`src/rtl/tick_capture.sv`:
```
// ----------------------------------------------------------------------------
// tick_capture
//
// This block watches an upstream free-running counter and records snapshots of
// it into a small FIFO.
//   * It counts the rising edges of the upstream max_tick status in wrap_cnt.
//     The count is modulo 2^W and has no overflow indication.
//   * On each cap strobe it pushes the entry {wrap_cnt, q} into a DEPTH-entry
//     FIFO. The entry uses the wrap count as it stands in the capture cycle,
//     before any increment in that cycle.
//   * The consumer drains the FIFO with a valid/ready handshake.
//   * A capture that finds the FIFO full, with no pop in the same cycle, is
//     dropped. The drop sets the sticky ovf flag.
//
// Ports
//   clk       in   1     rising-edge clock
//   reset     in   1     synchronous, active-low reset
//   max_tick  in   1     upstream counter is at its maximum value
//   q         in   N     upstream counter value
//   cap       in   1     capture strobe, level sampled every cycle
//   clr       in   1     clears wrap_cnt and ovf; FIFO contents are kept
//   rd_ready  in   1     consumer accepts the head entry
//   rd_valid  out  1     FIFO is non-empty
//   rd_data   out  W+N   head entry {wrap_cnt, q}
//   full      out  1     FIFO holds DEPTH entries
//   ovf       out  1     sticky: at least one capture was dropped
//   wrap_cnt  out  W     running count of max_tick rising edges
// ----------------------------------------------------------------------------
module tick_capture #(
    parameter int N     = 8,
    parameter int W     = 8,
    parameter int DEPTH = 4
) (
    input  logic           clk,
    input  logic           reset,
    input  logic           max_tick,
    input  logic [N-1:0]   q,
    input  logic           cap,
    input  logic           clr,
    input  logic           rd_ready,
    output logic           rd_valid,
    output logic [W+N-1:0] rd_data,
    output logic           full,
    output logic           ovf,
    output logic [W-1:0]   wrap_cnt
);

    localparam int AW = $clog2(DEPTH);
    localparam logic [AW:0] FULL_CNT = (AW+1)'(DEPTH);

    logic             max_tick_d;
    logic [AW-1:0]    wr_ptr;
    logic [AW-1:0]    rd_ptr;
    logic [AW:0]      count;
    logic [W+N-1:0]   mem [DEPTH];

    logic             tick_edge;
    logic             pop;
    logic             push;
    logic             drop;

    // A rising edge is max_tick high now and low in the previous cycle.
    // max_tick_d resets to 0, so a max_tick that is already high in the
    // first cycle after reset counts as an edge.
    assign tick_edge = max_tick & ~max_tick_d;

    // rd_valid and full decode only from the registered occupancy, so
    // neither output has a combinational path from cap or rd_ready.
    assign rd_valid = (count != '0);
    assign full     = (count == FULL_CNT);

    // When the FIFO is full, a pop in the same cycle frees the slot that the
    // capture writes. rd_ready is ignored while the FIFO is empty.
    assign pop  = rd_valid & rd_ready;
    assign push = cap & (~full | pop);
    assign drop = cap & full & ~pop;

    assign rd_data = mem[rd_ptr];

    // Edge detector and wrap counter. clr overrides an edge in the same
    // cycle, so that edge is lost.
    always_ff @(posedge clk) begin
        if (!reset) begin
            max_tick_d <= 1'b0;
            wrap_cnt   <= '0;
        end else begin
            max_tick_d <= max_tick;
            if (clr) begin
                wrap_cnt <= '0;
            end else if (tick_edge) begin
                wrap_cnt <= wrap_cnt + W'(1);
            end
        end
    end

    // Sticky overflow flag. Only clr or reset clear it.
    always_ff @(posedge clk) begin
        if (!reset) begin
            ovf <= 1'b0;
        end else if (clr) begin
            ovf <= 1'b0;
        end else if (drop) begin
            ovf <= 1'b1;
        end
    end

    // FIFO control. The pointers wrap at DEPTH because DEPTH is a power of 2.
    always_ff @(posedge clk) begin
        if (!reset) begin
            wr_ptr <= '0;
            rd_ptr <= '0;
            count  <= '0;
        end else begin
            if (push) begin
                wr_ptr <= wr_ptr + AW'(1);
            end
            if (pop) begin
                rd_ptr <= rd_ptr + AW'(1);
            end
            case ({push, pop})
                2'b10:   count <= count + (AW+1)'(1);
                2'b01:   count <= count - (AW+1)'(1);
                default: count <= count;
            endcase
        end
    end

    // Storage is not reset. The entry holds the wrap count from before any
    // increment or clr in the capture cycle.
    always_ff @(posedge clk) begin
        if (push) begin
            mem[wr_ptr] <= {wrap_cnt, q};
        end
    end

endmodule
```
`config.mk`:
```
export PLATFORM = sky130hd
export DESIGN_NAME = tick_capture
export DESIGN_NICKNAME = d
export VERILOG_FILES = /design/src/rtl/tick_capture.sv
export SDC_FILE = /design/constraint.sdc
export NUM_CORES = 1
export LEC_CHECK = 0
export ABC_CLOCK_PERIOD_IN_PS = 2220
export BUFFER_PORTS_ARGS = -buffer_cell sky130_fd_sc_hd__clkbuf_2
export CAP_MARGIN = 10
export CORE_MARGIN = 4
export CORE_UTILIZATION = 30
export DETAILED_ROUTE_END_ITERATION = 12
export PLACE_DENSITY = 0.56
export SLEW_MARGIN = 10
export SYNTH_ARGS = -nofsm -noshare
export SYNTH_HDL_FRONTEND = slang
export SYNTH_SLANG_ARGS = --single-unit
```
`constraint.sdc`:
```
create_clock -name clk -period 2.22 [get_ports clk]
set_input_delay 0.666 -clock clk [delete_from_list [all_inputs] [get_ports clk]]
set_output_delay 0.666 -clock clk [all_outputs]
set_load 0.01 [all_outputs]
```
==> reports/metrics.cfg <==
[synth]
syn_inst = 197
synth_area_um2 = 3290
yosysWarnings = 0
synth_edf_count = 64
synth_seq_cells = 83
syn_avg_cell_area_um2 = 16.7
synth-seq-area-share_pct = 70.0
synth.area.top_cells = edfxtp_1, dfxtp_1, mux4_2
synth_cell_types = 36
synth_top_area_share_pct = 58.4
yosys_most_used_dff = edfxtp_1
async_flop_share_pct = 0
yosysTopAreaCell = edfxtp_1
syn_nets = 217

[run_status]
outcome = finished, violations left
failed_checks = setup timing

[critical_path]
r2r_slack_ps = 250
critPathRequiredTime_ps = 1550
arrival_ps = 1570
slowest_delay_ps = 530
cp_num_buf_inv = 2
r2r-start = count[2]
crit_end = rd_data[8]
path_cells = buf_12, mux4_2, clkbuf_2
worst_setup_path_end_kind = primary output
cp_num_cells = 3
cpLargestDelayFamily = multiplexers
worst_path_max_delay_cell = mux4_2
ff2ff_path_depth = 6
r2r-end = count[1]
path_class = register to primary output
start_kind = register
cp_max_fo = 8

[timing]
fin_crit_ps = 2240
final_hold_viol_count = 0
tns_ps = -26.1
drv_slew = 0
rsz0062_at_grt = yes
tightest_slew_ps = 388
fin_ws_ps = -18.9
fmax_mhz = 447
max_slew_margin_pct = 73.8
clock-skew-final_ps = 12.1
setup_viol = 3
fin_crit_sh_pct = 101

[clock_network]
clk_pin_slew_worst_paths_ps = 80
cts.sinks = 83
clockBufferDepth = 2
htreeDepth = 3
cts_setup_buffers = 0
cts-root-buf = clkbuf_8
cts_hold_buf = 0
clk_latency_ps = 350
cts_buffers = 9
cts_tree = done

[routing]
first_pass_iters = 4
drt_iter0_markers = 91
detail_route.wirelength_um = 6220
ant_nets = 0
wl_per_cell_um = 15.9
viasPerCell = 4.64
vias = 1808
route.detailed.drc = 0

[finish]
fin_nets = 269
n_fill_cell = 967
drive_above_1_share_pct = 35.0
final_util_pct = 37.8
n_antenna_cell = 0
ff_latch_area_um2 = 2310
areaGrowthSynthToFinish_pct = 20.6
multi_input_area_um2 = 907

[floorplan]
dieArea_um2 = 12700
design.portCount = 41
die-width_um = 113
die_y_um = 113
rows = 37
initial_core_util_pct = 31.3
core_area_um2 = 10500

[grt]
overflow = 0
grt_util_all_layers_pct = 10.4
first_global_vias = 1805
grt_max_degree = 17
antenna_found_initial = 0
grt_pass1_wl_um = 10100

[hold_path]
hp-start = ovf
worstHoldPathType = register to register

[placed_design]
dpl.hpwl_um = 4000
numPortBuffers = 40
place.gp.congestion = 0.779

[job]
drv_cap = 0

[pwr]
peakVddDrop_mv = 0.415
p_leak_nw = 1.37
powerDensity_nw_per_um2 = 838

-- final cells by class --
class | count | share of cell area (%)
Clock inverter | 6 | 1.67
Clock buffer | 10 | 3.22
Sequential cell | 83 | 58.1
Tap cell | 136 | 4.29
Multi-Input combinational cell | 96 | 22.9
Inverter | 6 | 0.567
Timing Repair Buffer | 53 | 9.27
-- worst register-to-register path: stages (launching register included) --
cell and delay, ps:
dfxtp_2 430, o31ai_2 90, or2_2 280, fa_1 450, o21ba_2 240, o211ai_1 80, a221oi_1 310
-- state kept, by name (all words and copies together), names as in the netlist, named ones only --
signal,count
ovf,1
count,3
wrap_cnt,8
mem,64
rd_ptr,2
wr_ptr,2
max_tick_d,1
-- cells in the mapped netlist, types with 4 or more instances --
| cell | instances |
|---|---|
| nor2_1 | 10 |
| clkbuf_1 | 4 |
| nand2_1 | 7 |
| or3_1 | 4 |
| buf_2 | 6 |
| nand3_1 | 4 |
| a21oi_1 | 6 |
| xor2_1 | 6 |
| ha_1 | 5 |
| edfxtp_1 | 64 |
| and2_1 | 6 |
| inv_1 | 6 |
| o21ai_0 | 4 |
| mux4_2 | 16 |
| dfxtp_1 | 19 |
-- metal layers --
metal | vias up | GRT usage (%) | part of all wire, %
met5 | - | 0 | 0
met4 | 0 | 5.05 | 1.9
met3 | 8 | 2.67 | 3.4
met2 | 29 | 16.5 | 48
met1 | 909 | 13.4 | 46
li1 | 862 | - | -
-- worst min path at each step --
stage	endpoint	cells after the start
2_1_floorplan	wr_ptr[1]	2
3_3_place_gp	ovf	2
3_5_place_dp	ovf	2
4_1_cts	wr_ptr[0]	2
5_1_grt	mem[3][3]	1
6_report	ovf	2
-- stage by stage --
step           hold slack [ps]  power [mW]  instances  setup WS (ps)  cell area (um^2)
6_report                   491        3.33        390          -18.9              3970
5_1_grt                    520        3.49        390          -78.8              3970
4_1_cts                    504        3.37        390          -47.3              3970
3_5_place_dp               485        2.29        373          -99.8              3740
3_3_place_gp               473        2.28        373           8.50              3740
2_1_floorplan              468        2.10        197           12.3              3300
-- kinds of logic after synthesis --
kind of cell               after synthesis  share of synthesized area (%)
adders and majority gates                6                           2.51
and+or+nand+nor                         44                           7.26
DFF                                     83                           70.0
AOI/OAI and AO/OA                       21                           4.18
muxes                                   19                           11.9
xor gates and xnor gates                 6                           1.60
buffers and inverters                   18                           2.62
-- where the power goes --
part | switching, mW | internal, mW
Combinational | 0.234 | 0.248
Sequential | 0.0366 | 1.75
Clock | 0.537 | 0.520
-- repair_timing --
item,in CTS,in global routing
cloned,1,0
hold endpoints to repair,0,0
endpoints found under the setup margin,16,17
gates resized for setup,3,2
-- placed cells by master, fill, tap and decap left out, types with 2 or more instances in the layout --
cell type	synthesis	layout
clkinv_4	0	2
or4_1	2	2
mux2i_1	3	3
buf_12	0	4
o31ai_1	3	2
buf_4	1	8
nand2b_1	3	3
o21ai_0	4	4
nand3b_1	2	2
and2_1	6	6
nor2_1	10	10
edfxtp_1	64	64
a21oi_1	6	6
clkbuf_2	0	39
nand2_1	7	7
dfxtp_1	19	17
ha_1	5	5
inv_1	6	6
mux4_2	16	16
clkbuf_8	0	9
xor2_1	6	6
clkinvlp_4	0	2
o211ai_1	2	2
nand3_1	4	4
or3_1	4	4
Note: power is estimated with default switching activity, not from simulation.
